[config.mk]
export PLATFORM = sky130hd
export DESIGN_NAME = multiplicador_sequencial
export DESIGN_NICKNAME = d
export VERILOG_FILES = /design/src/rtl/multiplicador_sequencial.sv
export SDC_FILE = /design/constraint.sdc
export NUM_CORES = 1
export LEC_CHECK = 0
export BUFFER_PORTS_ARGS = -buffer_cell sky130_fd_sc_hd__buf_2
export CAP_MARGIN = 20
export CORE_MARGIN = 2
export CORE_UTILIZATION = 26
export DETAILED_ROUTE_END_ITERATION = 6
export GPL_TIMING_DRIVEN = 0
export PLACE_DENSITY = 0.53
export SLEW_MARGIN = 10
export SYNTH_ARGS = -nofsm -noshare
export SYNTH_HDL_FRONTEND = slang
export SYNTH_SLANG_ARGS = --single-unit
[constraint.sdc]
create_clock -name clk -period 4.6 [get_ports clk]
set_input_delay 0 -clock clk [delete_from_list [all_inputs] [get_ports clk]]
set_output_delay 0 -clock clk [all_outputs]
set_load 0.03 [all_outputs]
[src/rtl/multiplicador_sequencial.sv]
// Sequential 8x8 unsigned shift-and-add multiplier reusing one 8-bit ripple adder.
// Start is sampled in OCIOSO; fim pulses 9 cycles later; iniciar is ignored while busy.

module somador (
  input  logic [7:0] i_a,
  input  logic [7:0] i_b,
  input  logic       i_cin,
  output logic [7:0] o_s,
  output logic       o_cout
);
  logic [8:0] w_c;

  assign w_c[0] = i_cin;

  genvar gi;
  generate
    for (gi = 0; gi < 8; gi++) begin : g_fa
      assign o_s[gi]     = i_a[gi] ^ i_b[gi] ^ w_c[gi];
      assign w_c[gi + 1] = (i_a[gi] & i_b[gi]) | (w_c[gi] & (i_a[gi] ^ i_b[gi]));
    end
  endgenerate

  assign o_cout = w_c[8];
endmodule

module multiplicador_sequencial (
  input  logic        clk,
  input  logic        reset,
  input  logic        iniciar,
  input  logic [7:0]  a,
  input  logic [7:0]  b,
  output logic        pronto,
  output logic        ocupado,
  output logic        fim,
  output logic [15:0] produto
);
  typedef enum logic [1:0] {OCIOSO, CALC, FIM} estado_t;

  estado_t     r_estado;
  estado_t     w_prox;
  logic [7:0]  r_ra;
  logic [7:0]  r_acc;
  logic [7:0]  r_rq;
  logic [2:0]  r_cnt;
  logic [15:0] r_produto;

  logic [7:0]  w_parcela;
  logic [7:0]  w_s;
  logic        w_cout;
  logic [15:0] w_desloc;

  assign w_parcela = r_rq[0] ? r_ra : 8'h00;

  somador u_somador (
    .i_a    (r_acc),
    .i_b    (w_parcela),
    .i_cin  (1'b0),
    .o_s    (w_s),
    .o_cout (w_cout)
  );

  // The adder carry lands in bit 15; the bit shifted out of rq is dropped.
  assign w_desloc = {w_cout, w_s, r_rq[7:1]};

  always_comb begin
    w_prox  = r_estado;
    pronto  = 1'b0;
    ocupado = 1'b0;
    fim     = 1'b0;
    case (r_estado)
      OCIOSO: begin
        pronto = 1'b1;
        if (iniciar) w_prox = CALC;
      end
      CALC: begin
        ocupado = 1'b1;
        if (r_cnt == 3'd7) w_prox = FIM;
      end
      FIM: begin
        fim    = 1'b1;
        w_prox = OCIOSO;
      end
      default: w_prox = OCIOSO;
    endcase
  end

  always_ff @(posedge clk or posedge reset) begin
    if (reset) begin
      r_estado  <= OCIOSO;
      r_ra      <= 8'h00;
      r_acc     <= 8'h00;
      r_rq      <= 8'h00;
      r_cnt     <= 3'd0;
      r_produto <= 16'h0000;
    end else begin
      r_estado <= w_prox;
      case (r_estado)
        OCIOSO: begin
          if (iniciar) begin
            r_ra      <= a;
            r_rq      <= b;
            r_acc     <= 8'h00;
            r_cnt     <= 3'd0;
            r_produto <= 16'h0000;
          end
        end
        CALC: begin
          {r_acc, r_rq} <= w_desloc;
          r_cnt         <= r_cnt + 3'd1;
          // Result is registered on the last iteration so it is valid throughout FIM.
          if (r_cnt == 3'd7) r_produto <= w_desloc;
        end
        default: ;
      endcase
    end
  end

  assign produto = r_produto;
endmodule

### After elaboration in Yosys (flattened, before gate mapping)

Index checks and enable logic that the tools add are counted.

* bits in registers: 45
* latch bits: 0
* bits in writable memories: 0
* memory bits (read-only): 0
* input port bits: 19
* output and inout port bits: 19
* word-level logic and storage cells: 71
* memories kept: 0

* add/sub/neg operators: 1
* $mul: 0
* divide/modulo/power cells: 0
* $lt $le $gt $ge: 0
* equality and inequality tests: 5
* shift operators: 0
* mux-type cells: 16
* bitwise gates (word level): 37
* reduce and logical (&&, ||, !) cells: 6

Operator list (number)
* $mux 16: 2
* $pmux 16 s2: 1
* $pmux 8 s2: 2
* $mux 8: 3
* $and 1x1->1: 15
* $xor 1x1->1: 15
* $or 1x1->1: 7
* $pmux 3 s2: 1
* $reduce_and 2->1: 3
* $mux 2: 2
* $ne 2x2->1 const B: 2
* $pmux 2 s2: 1
* $add 3x1->3 const B: 1
* $eq 3x3->1 const B: 1
* $mux 1: 3
* $mux 3: 1
* $reduce_and 3->1: 1
* $eq 2x1->1 const B: 1
* $eq 2x2->1 const B: 1
* $logic_not 2->1: 1
* $reduce_bool 2->1: 1

### Logic depth before layout (Yosys ltp)

Gate-level depths: netlist (run 1).

* depth in word-level cells: 18
* gate-level depth with buffers: 14
* gate-level depth less buffers: 13

### Cells and area by module

Synthesis (run 1) repeated with hierarchy kept, for this count alone.

* cells, all modules: 194
* area, all modules: 2212.1 sq um

Modules (own cells, without submodules)
* multiplicador_sequencial: instances 1, cells an instance 176, area an instance 2014.4 sq um
* somador: instances 1, cells an instance 18, area an instance 197.7 sq um

### Worst setup path after synthesis (run 1)

OpenSTA, ideal clock, no wires.

* path kind: reg2reg
* from: reg r_rq[0]
* to: reg r_produto[14], in the netlist produto[14]
* arrival: 3.675 ns
* slack: 0.821 ns
* stages on the path, launching flop included: 15
* clock period less this slack: 3.779 ns
* cell sequence: dfrtp_1 -> clkbuf_1 -> and2_1 -> ha_1 -> inv_1 -> fa_1 -> fa_1 -> fa_1 -> fa_1 -> fa_1 -> inv_1 -> fa_1 -> inv_1 -> fa_1 -> o311ai_1

* cells in the longest elaborated chain, start to end: 17

RTL lines
* start, declared: RTL line 43 `logic [7:0] r_rq;`
* start signal, assigned: RTL line 108 `{r_acc, r_rq} <= w_desloc;`
* $mux 8 *: RTL line 52 `assign w_parcela = r_rq[0] ? r_ra : 8'h00;`
* $and 1x1->1 or $xor 1x1->1 (tied branches): RTL line 19 `assign w_c[gi + 1] = (i_a[gi] & i_b[gi]) | (w_c[gi] & (i_a[gi] ^ i_b[gi]));`
* $and 1x1->1: RTL line 19
* $or 1x1->1: RTL line 19
* $and 1x1->1: RTL line 19
* $or 1x1->1: RTL line 19
* $and 1x1->1: RTL line 19
* $or 1x1->1: RTL line 19
* $and 1x1->1: RTL line 19
* $or 1x1->1: RTL line 19
* $and 1x1->1: RTL line 19
* $or 1x1->1: RTL line 19
* $and 1x1->1: RTL line 19
* $or 1x1->1: RTL line 19
* $xor 1x1->1 *: RTL line 18 `assign o_s[gi] = i_a[gi] ^ i_b[gi] ^ w_c[gi];`
* $mux 16 *: RTL line 111 `if (r_cnt == 3'd7) r_produto <= w_desloc;`
* $pmux 16 s2 *: RTL line 97 `case (r_estado)`
* end signal, assigned: RTL line 111
* end, declared: RTL line 45 `logic [15:0] r_produto;`

Every way passes the cells marked *; elsewhere a longest branch is shown, timed or not. The select of a mux whose other input is x is not followed.
A chain may end at the register's enable or synchronous reset.

### Worst setup path after layout (run 1)

Same ends and word-level chain as after synthesis.

==> results of run 1 <==
[synth_stat cells (3+ instances only)]
cell,n,area [sq um]
nand2_1,47,176
dfrtp_1,45,1130
o22ai_1,16,100
inv_1,10,37.5
a21oi_1,9,45.0
a32oi_1,9,78.8
mux2_4,8,120
o21ai_1,8,40.0
buf_6,7,78.8
fa_1,7,140
o311ai_1,7,61.3
a22o_1,3,26.3
ha_1,3,37.5
nor2_1,3,11.3
[layer usage]
metal	vias to the layer above	wire length [um]	GRT usage, %
met5	-	0	0
met3	6	166	2.64
li1	815	-	-
met1	771	2550	17.7
met4	0	81	3.87
met2	29	2340	18.2
[registers in the layout, summed over array words and instances (netlist names)]
register / cells
r_cnt: 3
produto: 16
r_acc: 8
r_ra: 8
r_estado: 2
r_rq: 8
[critical path, stage by stage, from the launching register on]
cell and delay (ns):
dfrtp_1 0.34, clkbuf_1 0.36, and2_1 0.20, ha_1 0.13, inv_1 0.04, fa_1 0.37, fa_1 0.39, fa_1 0.40
fa_1 0.41, fa_1 0.38, inv_1 0.08, fa_1 0.18, inv_1 0.06, fa_1 0.46, o311ai_1 0.27
[final cells by class]
class                           count  share of cell area, %
Multi-Input combinational cell    129                   33.6
Sequential cell                    45                   40.5
Tap cell                          105                   4.73
Buffer                             13                   4.05
Inverter                           13                   1.76
Timing Repair Buffer               48                   11.0
Clock inverter                      2                   1.35
Clock buffer                        6                   2.97
[metrics by stage]
step	power, mW	std cells
after detailed placement	1.74	343
after global placement	1.70	342
after floorplan	1.44	200
after global routing	2.23	361
after CTS	2.07	361
final	2.04	361
[how the worst min path moves through the flow]
stage          start          to  slack [ns]  depth (start not counted)
2_1_floorplan   a[0]     r_ra[0]        0.15                          1
3_3_place_gp    a[6]     r_ra[6]        0.23                          2
3_5_place_dp   reset  produto[1]        0.05                          2
4_1_cts         b[3]     r_rq[3]       0.006                          3
5_1_grt         b[7]     r_rq[7]        0.04                          3
6_report        b[6]     r_rq[6]        0.02                          3
[cells by family after synthesis]
kind of cell    synth area share (%)
fa+ha+maj                       8.00
simple gates                    12.0
flops                           50.7
buf+inv                         7.26
compound gates                  16.7
mux                             5.41
[what timing repair did]
item                                   in CTS  in global routing
gates resized for setup                     0                  0
hold buffers                               10                  0
endpoints found under the hold margin      28                  0
setup endpoints to repair                   0                  0
[cells in the final DEF, fill, tap and decap left out, drive strengths merged, types with 3 or more instances in the layout]
cell type    count
mux2             8
clkbuf           8
o311ai           7
nor2             4
a22o             3
buf             49
dlygate4sd3     10
a21oi            9
dfrtp           45
ha               3
a32oi            9
inv             12
fa               7
o21ai            8
nand2           47
o22ai           16
[power breakdown]
part | internal (mW) | leakage (nW) | switching, mW
Combinational | 0.438 | 0.692 | 0.589
Clock | 0.177 | 0.0574 | 0.142
Sequential | 0.575 | 0.560 | 0.123
==> impl_results.md, run 1 <==
* CP endpoint kind: flip-flop
* Cells after Synth at 200
* Core ar. at 0.00826 sq mm
* Hpwl dp at 3720 um
* Multi-input logic area at 935 sq um
* Final Wtd Congestion at 0.730
* Crit path capture: produto[14]
* Post-DP Area at 0.00256 sq mm
* Worst Max-Slew Pin Slew at 0.464 ns
* First-pass GRT wire length at 8490 um
* Setup TNS at 0 ns
* Sequential cell area at 0.00113 sq mm
* CP startpoint: r_rq[0]
* Die ar. at 0.00930 sq mm
* Via density at 4.49
* Max cap viols at 0
* Period minus WS final at 4.17 ns
* WP data arrival at 4.38 ns
* Clock-pin slew on the worst setup and hold paths at 0.09 ns
* Num ports at 38
* Worst endpoint required time at 4.81 ns
* Number of synthesized flops with an enable pin at 0
* Via count at 1621
* GRT Total Usage at 12.2%
* Critical Path Fanout Max at 10
* Ys Warns at 0
* FF-to-FF Start: r_rq[0]
* Tcrit/Tclk final at 90.6%
* Fin. Hold Viols at 0
* Leakage Power at 1.31 nW
* FF-to-FF End: produto[14]
* # DRC at 0
* Antenna Violating Nets Remaining at 0
* CTS tree: built
* Status: finished clean
* Synthesized area at 0.00222 sq mm
* Ant. Diodes at 0
* R2R depth at 14
* Clock Skews at 0.00701 ns
* Hold WS at 0.0160 ns
* Area delta synth->final at 25.1%
* Headroom to the max-slew limit at 69.0%
* Clk buf depth at 2
* Seq/Total Area, Yosys at 50.7%
* Largest net degree at the start of global routing at 27
* Drt pass-1 iters at 4
* Vias in the first global route at 1578
* Row Count at 33
* H-tree Lvls at 2
* Share of layout cells above drive strength 1 at 28.5%
* Synth cell types at 28
* Worst R2R Setup Slack at 0.43 ns
* Postcts setup bufs at 0
* Asr flop ratio synth at 100%
* Initial antenna violation count at 0
* Final Slew Violations at 0
* Setup Viol. Count Final at 0
* RSZ-0062 raised after global routing: no
* Worst-Skew Late Latency at 0.31 ns
* Syn avg cell area at 11.1 sq um
* Initial drt markers at 92
* Final-stage net count at 284
* VDD IR-drop max at 0.229 mV
* Die X-Extent at 96.5 um
* CTS Buf Count at 5
* Synth Flop Type: dfrtp_1
* Routed wire length at 5140 um
* Setup Crit Path Kind: flip-flop to flip-flop
* Grt total ovfl at 0
* Setup ws final at 0.433 ns
* Place WS at 0.437 ns
* Flops & latches, synth at 45
* Startpoint Class: flip-flop
* Syn Nets at 229
* Die Ht at 96.5 um
* Clock Sinks at 45
* Fillcell total at 851
* CTS root buf: clkbuf_8
* Highest Clock Rate at 240 MHz
* Routed len/inst at 14.2 um
* # port buffers at 37
* Starting Density at 26.9%
* Worst hold path class: input pin to flip-flop
* Final core utilization at 33.7%
* Fin area at 0.00278 sq mm
* Power density cells at 735 mW/mm^2
(Power assumes the default switching activity.)
==> run 2: changes to the inputs <==
--- a/config.mk
+++ b/config.mk
@@ -8,10 +8,9 @@
 export BUFFER_PORTS_ARGS = -buffer_cell sky130_fd_sc_hd__buf_2
 export CAP_MARGIN = 20
 export CORE_MARGIN = 2
-export CORE_UTILIZATION = 26
+export CORE_UTILIZATION = 30
 export DETAILED_ROUTE_END_ITERATION = 6
 export GPL_TIMING_DRIVEN = 0
-export PLACE_DENSITY = 0.53
 export SLEW_MARGIN = 10
 export SYNTH_ARGS = -nofsm -noshare
 export SYNTH_HDL_FRONTEND = slang
==> run 2 against run 1 <==
Net effect: global-route usage grew 0.30 points; final cell count fell by 1.9%; core utilization rose by 4.1 points; worst hold slack lost 0.0096 ns.
==> impl_results.md, run 2 (synthesis results as in run 1) <==
* CP endpoint kind: flip-flop
* Crit path capture: produto[14]
* Antenna Violating Nets Remaining at 0 (unchanged)
* Routed wire length at 4760 um (-7.3%)
* Post-DP Area at 0.00255 sq mm (-0.29%)
* Ant. Diodes at 0 (unchanged)
* Max cap viols at 0 (unchanged)
* Hpwl dp at 3450 um (-7.3%)
* # DRC at 0 (unchanged)
* Startpoint Class: flip-flop
* Worst Max-Slew Pin Slew at 0.414 ns (-0.0494 ns)
* Via density at 4.68 (+4.1%)
* Grt peak-use layer: met2
* Critical Path Fanout Max at 10 (unchanged)
* Initial antenna violation count at 0 (unchanged)
* Core ar. at 0.00721 sq mm (-13%)
* Worst endpoint required time at 4.80 ns (about the same)
* Drt pass-1 iters at 4 (unchanged)
* FF-to-FF End: produto[14]
* Largest stage delay on the critical path at 0.50 ns (+0.04 ns)
* Tcrit/Tclk final at 89.5% (-1.1 points)
* Area delta synth->final at 22.5%
* Met3 Use GR at 2.51% (-0.12 points)
* Clock Skews at 0.00568 ns (-0.00133 ns)
* Headroom to the max-slew limit at 72.4% (+3.3 points)
* Fin. Hold Viols at 0 (unchanged)
* FF-to-FF Start: r_rq[0]
* Initial drt markers at 83 (-9.8%)
* Setup Viol. Count Final at 0 (unchanged)
* GRT Total Usage at 12.5% (+0.30 points)
* Setup Crit Path Kind: flip-flop to flip-flop
* Clock Sinks at 45 (unchanged)
* Starting Density at 30.8% (+3.9 points)
* Clk buf depth at 2 (unchanged)
* Overall power at 1.94 mW (-5.0%)
* Final-stage net count at 283 (-0.35%)
* Via count at 1655 (+2.1%)
* Largest net degree at the start of global routing at 29 (+7.4%)
* Highest Clock Rate at 243 MHz (+1.2%)
* RSZ-0062 raised after global routing: no
* Power density cells at 714 mW/mm^2 (-3.0%)
* Final Wtd Congestion at 0.732 (+0.21%)
* CTS Buf Count at 5 (unchanged)
* Commonest non-fill, non-tap cell in the layout: nand2_1
* Grt total ovfl at 0 (unchanged)
* Worst R2R Setup Slack at 0.48 ns (+0.05 ns)
* Flop pwr share at 35.9% (+1.8 points)
* Crit-path cells: clkbuf_1, and2_1, ha_1, inv_1, fa_1, fa_1, fa_1, fa_1, fa_1, inv_1, fa_1, inv_1, fa_1, o311ai_1
* R2R depth at 14 (unchanged)
* Vias in the first global route at 1680 (+6.5%)
* Combinational Power Share at 52.0% (+1.8 points)
* Clock power frac at 12.1% (-3.5 points)
* Critical path's slowest cell: fa_1
* Met2 usage at 19.3% (+1.1 points)
* Switching pwr at 0.824 mW (-3.5%)
* CTS root buf: clkbuf_8
* Internal power at 1.12 mW (-6.0%)
* Worst hold path class: input pin to flip-flop
* Num ports at 38 (unchanged)
* Die ar. at 0.00811 sq mm (-13%)
* Die X-Extent at 90.1 um (-6.6%)
* CTS tree: built
* Most frequent CP cell: fa_1
* Die Ht at 90.1 um (-6.6%)
* Final core utilization at 37.7% (+4.1 points)
* Grt met1 use at 17.3% (-0.40 points)
* First-pass GRT wire length at 8310 um (-2.2%)
* Leakage Power at 1.29 nW (-1.7%)
* Worst-Skew Late Latency at 0.29 ns (-0.02 ns)
* Postcts setup bufs at 0 (unchanged)
* H-tree Lvls at 2 (unchanged)
* Status: finished clean
* Clock-pin slew on the worst setup and hold paths at 0.08 ns (about the same)
* CP startpoint: r_rq[0]
* # port buffers at 37 (unchanged)
* Row Count at 31 (-6.1%)
* Largest register FFs at 16 (unchanged)
* Sw Share at 42.4% (+0.65 points)
* Share of layout cells above drive strength 1 at 27.5% (-1.1 points)
* Setup TNS at 0 ns (unchanged)
* Final Slew Violations at 0 (unchanged)
* Fin area at 0.00272 sq mm (-2.1%)
* VDD IR-drop max at 0.221 mV (-3.3%)
* Period minus WS final at 4.12 ns (-0.0495 ns)
* Routed len/inst at 13.4 um (-5.5%)
* Commonest cells after routing, fill and taps aside: nand2_1 (47), dfrtp_1 (45), buf_2 (39), o22ai_1 (16)
* WP data arrival at 4.31 ns (-0.07 ns)
## run 2: changes by cell type in the layout (fill, tap and decap cells not counted), sizes merged
cell,previous run,this run
clkbuf,8,10
bufinv,1,0
clkinvlp,1,0
dlygate4sd3,10,9
## run 2: routing by layer
metal	part of all wire, %	vias to the layer above
met5	0	-
li1	-	809
met3	3.0	4
met4	1.6	0
met2	47	39
met1	49	803
## run 2: worst min path at each step
stage	start	to	slack, ns	cells past startpoint
floorplan	a[0]	r_ra[0]	0.15	1
global placement	a[5]	r_ra[5]	0.23	2
detailed placement	reset	produto[1]	0.006	2
CTS	b[5]	r_rq[5]	0.003	3
global route	b[5]	r_rq[5]	0.04	3
finish	b[5]	r_rq[5]	0.006	3
## run 2: final cells by class
cell class	instances	area, sq um
fill	755	4490
sequential	45	1130
multi-input combinational	129	935
timing repair buffer	47	295
tap	99	124
buffer	13	113
clock buffer	8	80.1
inverter	13	48.8
## run 2: worst max-delay path: cells and delay by family (launching register included)
kind                     cells  cell delay, ns
AO/OA/AOI/OAI                1            0.28
adder cells (fa/ha/maj)      8            2.72
buffers and inverters        4            0.51
flip-flops                   1            0.33
AND/OR/NAND/NOR              1            0.19
## run 2: power by group through the flow
stage / clock network [mW] / registers, mW / logic, mW
2_1_floorplan: 0 / 0.771 / 0.668
3_3_place_gp: 0 / 0.697 / 0.994
3_5_place_dp: 0 / 0.706 / 1.01
4_1_cts: 0.242 / 0.698 / 1.02
5_1_grt: 0.257 / 0.722 / 1.13
6_report: 0.235 / 0.697 / 1.01
## run 2: through the flow
stage | setup WS [ns] | hold slack, ns | instances
final | 0.483 | 0.00639 | 354
after global routing | 0.188 | 0.0368 | 354
after CTS | 0.465 | 0.00317 | 354
after detailed placement | 0.486 | 0.00633 | 337
after global placement | 0.523 | 0.233 | 336
after floorplan | 0.821 | 0.148 | 200
## run 2: repair_timing
item / CTS / global route
gates resized for setup: 0 / 0
hold endpoints to repair: 25 / 0
hold buffers: 9 / 0
==> run 3: changes to the inputs <==
--- a/config.mk
+++ b/config.mk
@@ -11,6 +11,7 @@
 export CORE_UTILIZATION = 30
 export DETAILED_ROUTE_END_ITERATION = 6
 export GPL_TIMING_DRIVEN = 0
+export PLACE_DENSITY_LB_ADDON = 0.15
 export SLEW_MARGIN = 10
 export SYNTH_ARGS = -nofsm -noshare
 export SYNTH_HDL_FRONTEND = slang
==> run 3 against run 2 <==
Net effect: routed wire length grew 6.4%; non-clock buffer count grew 2; clock power grew 8%; count of clock-buffer cells in the layout shrank 3; critical path type unchanged; critical endpoint unchanged.
==> impl_results.md, run 3 (synthesis results as in run 1) <==
* Status: finished clean
* Via density at 4.63 (-0.98%)
* Vias in the first global route at 1622 (-3.5%)
* Clock Skews at 0.0113 ns (+0.00558 ns)
* Via count at 1648 (-0.42%)
* R2R depth at 14 (unchanged)
* Clock Sinks at 45 (unchanged)
* # DRC at 0 (unchanged)
* Switching pwr at 0.854 mW (+3.7%)
* Ant. Diodes at 0 (unchanged)
* Highest Clock Rate at 245 MHz (+0.70%)
* Critical Path Fanout Max at 10 (unchanged)
* CTS tree: built
* Num ports at 38 (unchanged)
* Setup ws final at 0.511 ns (+0.0285 ns)
* Period minus WS final at 4.09 ns (-0.0285 ns)
* RSZ-0062 raised after global routing: no
* Die Ht at 90.1 um (unchanged)
* Grt total ovfl at 0 (unchanged)
* Sw Share at 43.3% (+0.85 points)
* Internal power at 1.12 mW (+0.14%)
* Starting Density at 30.8% (unchanged)
* GRT Total Usage at 13.1% (+0.60 points)
* WP data arrival at 4.30 ns (about the same)
* Hold path cells at 3 (unchanged)
* CTS Buf Count at 5 (unchanged)
* Setup Crit Path Kind: flip-flop to flip-flop
* Area delta synth->final at 23.9%
* Final std cells w/o fill at 356 (+0.56%)
* # port buffers at 37 (unchanged)
* Final Slew Violations at 0 (unchanged)
* Largest register FFs at 16 (unchanged)
* Commonest non-fill, non-tap cell in the layout: nand2_1
* Setup TNS at 0 ns (unchanged)
* Initial antenna violation count at 0 (unchanged)
* Placed insts at 337 (unchanged)
* Drt pass-1 iters at 4 (unchanged)
* CP Depth at 14 (unchanged)
* Fin. Hold Viols at 0 (unchanged)
* Setup Viol. Count Final at 0 (unchanged)
* Routed wire length at 5060 um (+6.4%)
* Worst Max-Slew Pin Slew at 0.413 ns (-0.00166 ns)
* Die ar. at 0.00811 sq mm (unchanged)
* Commonest cells after routing, fill and taps aside: nand2_1 (47), dfrtp_1 (45), buf_2 (39), o22ai_1 (16), dlygate4sd3_1 (11)
* Number of buffers and inverters on the critical path at 4 (unchanged)
* Fillcell total at 753 (-0.26%)
* CTS root buf: clkbuf_8
* Clk buf depth at 2 (unchanged)
* Place WS at 0.478 ns (-0.00859 ns)
* Final-stage net count at 285 (+0.71%)
* Hpwl dp at 3540 um (+2.5%)
* Leakage Power at 1.29 nW (+0.41%)
* Final Wtd Congestion at 0.741 (+1.3%)
* Largest stage delay on the critical path at 0.49 ns (about the same)
* Flop pwr share at 35.1% (-0.8 points)
* Tcrit/Tclk final at 88.9% (-0.62 points)
* Largest net degree at the start of global routing at 31 (+6.9%)
* Power density cells at 717 mW/mm^2 (+0.48%)
* Critical path's slowest cell: fa_1
* Die X-Extent at 90.1 um (unchanged)
* Worst endpoint required time at 4.82 ns (+0.02 ns)
* Row Count at 31 (unchanged)
* Max cap viols at 0 (unchanged)
* Crit-path cells: clkbuf_1, and2_1, ha_1, inv_1, fa_1, fa_1, fa_1, fa_1, fa_1, inv_1, fa_1, inv_1, fa_1, o311ai_1
* CP endpoint kind: flip-flop
* Hold WS at 0.0157 ns (+0.00931 ns)
* Most frequent CP cell: fa_1
* Clock power frac at 12.9% (+0.8 points)
* Headroom to the max-slew limit at 72.5% (+0.11 points)
* VDD IR-drop max at 0.237 mV (+7.4%)
* Worst-Skew Late Latency at 0.31 ns (+0.02 ns)
* Antenna Violating Nets Remaining at 0 (unchanged)
* Clock-pin slew on the worst setup and hold paths at 0.10 ns (+0.02 ns)
* Postcts setup bufs at 0 (unchanged)
* Cell family with most CP delay: adder cells
* Routed len/inst at 14.2 um (+5.8%)
* Share of layout cells above drive strength 1 at 28.4% (+0.95 points)
* Combinational Power Share at 52.0% (about the same)
* Initial drt markers at 67 (-19%)
* Core ar. at 0.00721 sq mm (unchanged)
* H-tree Lvls at 2 (unchanged)
* Startpoint Class: flip-flop
* Worst hold path class: input pin to flip-flop
* First-pass GRT wire length at 8510 um (+2.4%)
[run 3: cell types whose count changed in the layout (fill, tap and decap cells not counted)]
cell           before  now
clkbuf_1            4    1
dlygate4sd3_1       9   11
clkinvlp_4          0    3
[run 3: power groups by stage]
stage | registers, mW | clock network, mW | logic (mW)
after floorplan | 0.771 | 0 | 0.668
after global placement | 0.700 | 0 | 1.02
after detailed placement | 0.703 | 0 | 1.03
after CTS | 0.695 | 0.269 | 1.04
after global routing | 0.717 | 0.282 | 1.14
final | 0.692 | 0.254 | 1.03
[run 3: worst min-delay path: cells and delay by family]
kind	cells	cell delay, ns
buffers and inverters	1	0.08
AO/OA/AOI/OAI	2	0.20
[run 3: worst paths after layout]
check	from	to	slack, ns
worst min-delay path	b[2]	r_rq[2]	0.02
worst max-delay path	r_rq[0]	produto[14]	0.51
max in group asynchronous	reset	r_rq[0]	3.90
worst min register to register	r_cnt[0]	r_cnt[0]	0.49
worst max register to register	r_rq[0]	produto[14]	0.51
min in group asynchronous	reset	r_ra[1]	0.21
[run 3: stage by stage]
step / area [sq um] / utilization [%] / power [mW]
6_report: 2750 / 38.2 / 1.97
5_1_grt: 2750 / 38.2 / 2.14
4_1_cts: 2750 / 38.2 / 2.00
3_5_place_dp: 2550 / 35.4 / 1.74
3_3_place_gp: 2530 / 35.1 / 1.72
2_1_floorplan: 2220 / - / 1.44
[run 3: area by class of cell]
| class | instances | area, sq um | area share, % |
|---|---|---|---|
| multi-input cells | 129 | 935 | 34.0 |
| flip-flops and latches | 45 | 1130 | 40.9 |
| repair buffers | 49 | 315 | 11.5 |
| clock buffers | 5 | 68.8 | 2.50 |
| plain buffers | 13 | 113 | 4.09 |
| clock inverters | 3 | 22.5 | 0.818 |
| inverters | 13 | 48.8 | 1.77 |
| well taps | 99 | 124 | 4.50 |
[run 3: what timing repair did]
action,4_1_cts,5_1_grt
setup endpoints to repair,0,0
endpoints found under the hold margin,55,0
hold buffers,11,0
gates resized for setup,0,0
[run 3: per-layer routing]
metal	global-route usage (%)	vias to the layer above	wire, um
li1	-	819	-
met1	19.5	781	2630
met2	18.9	39	2160
met3	2.18	9	161
met4	5.64	0	110
met5	0	-	0
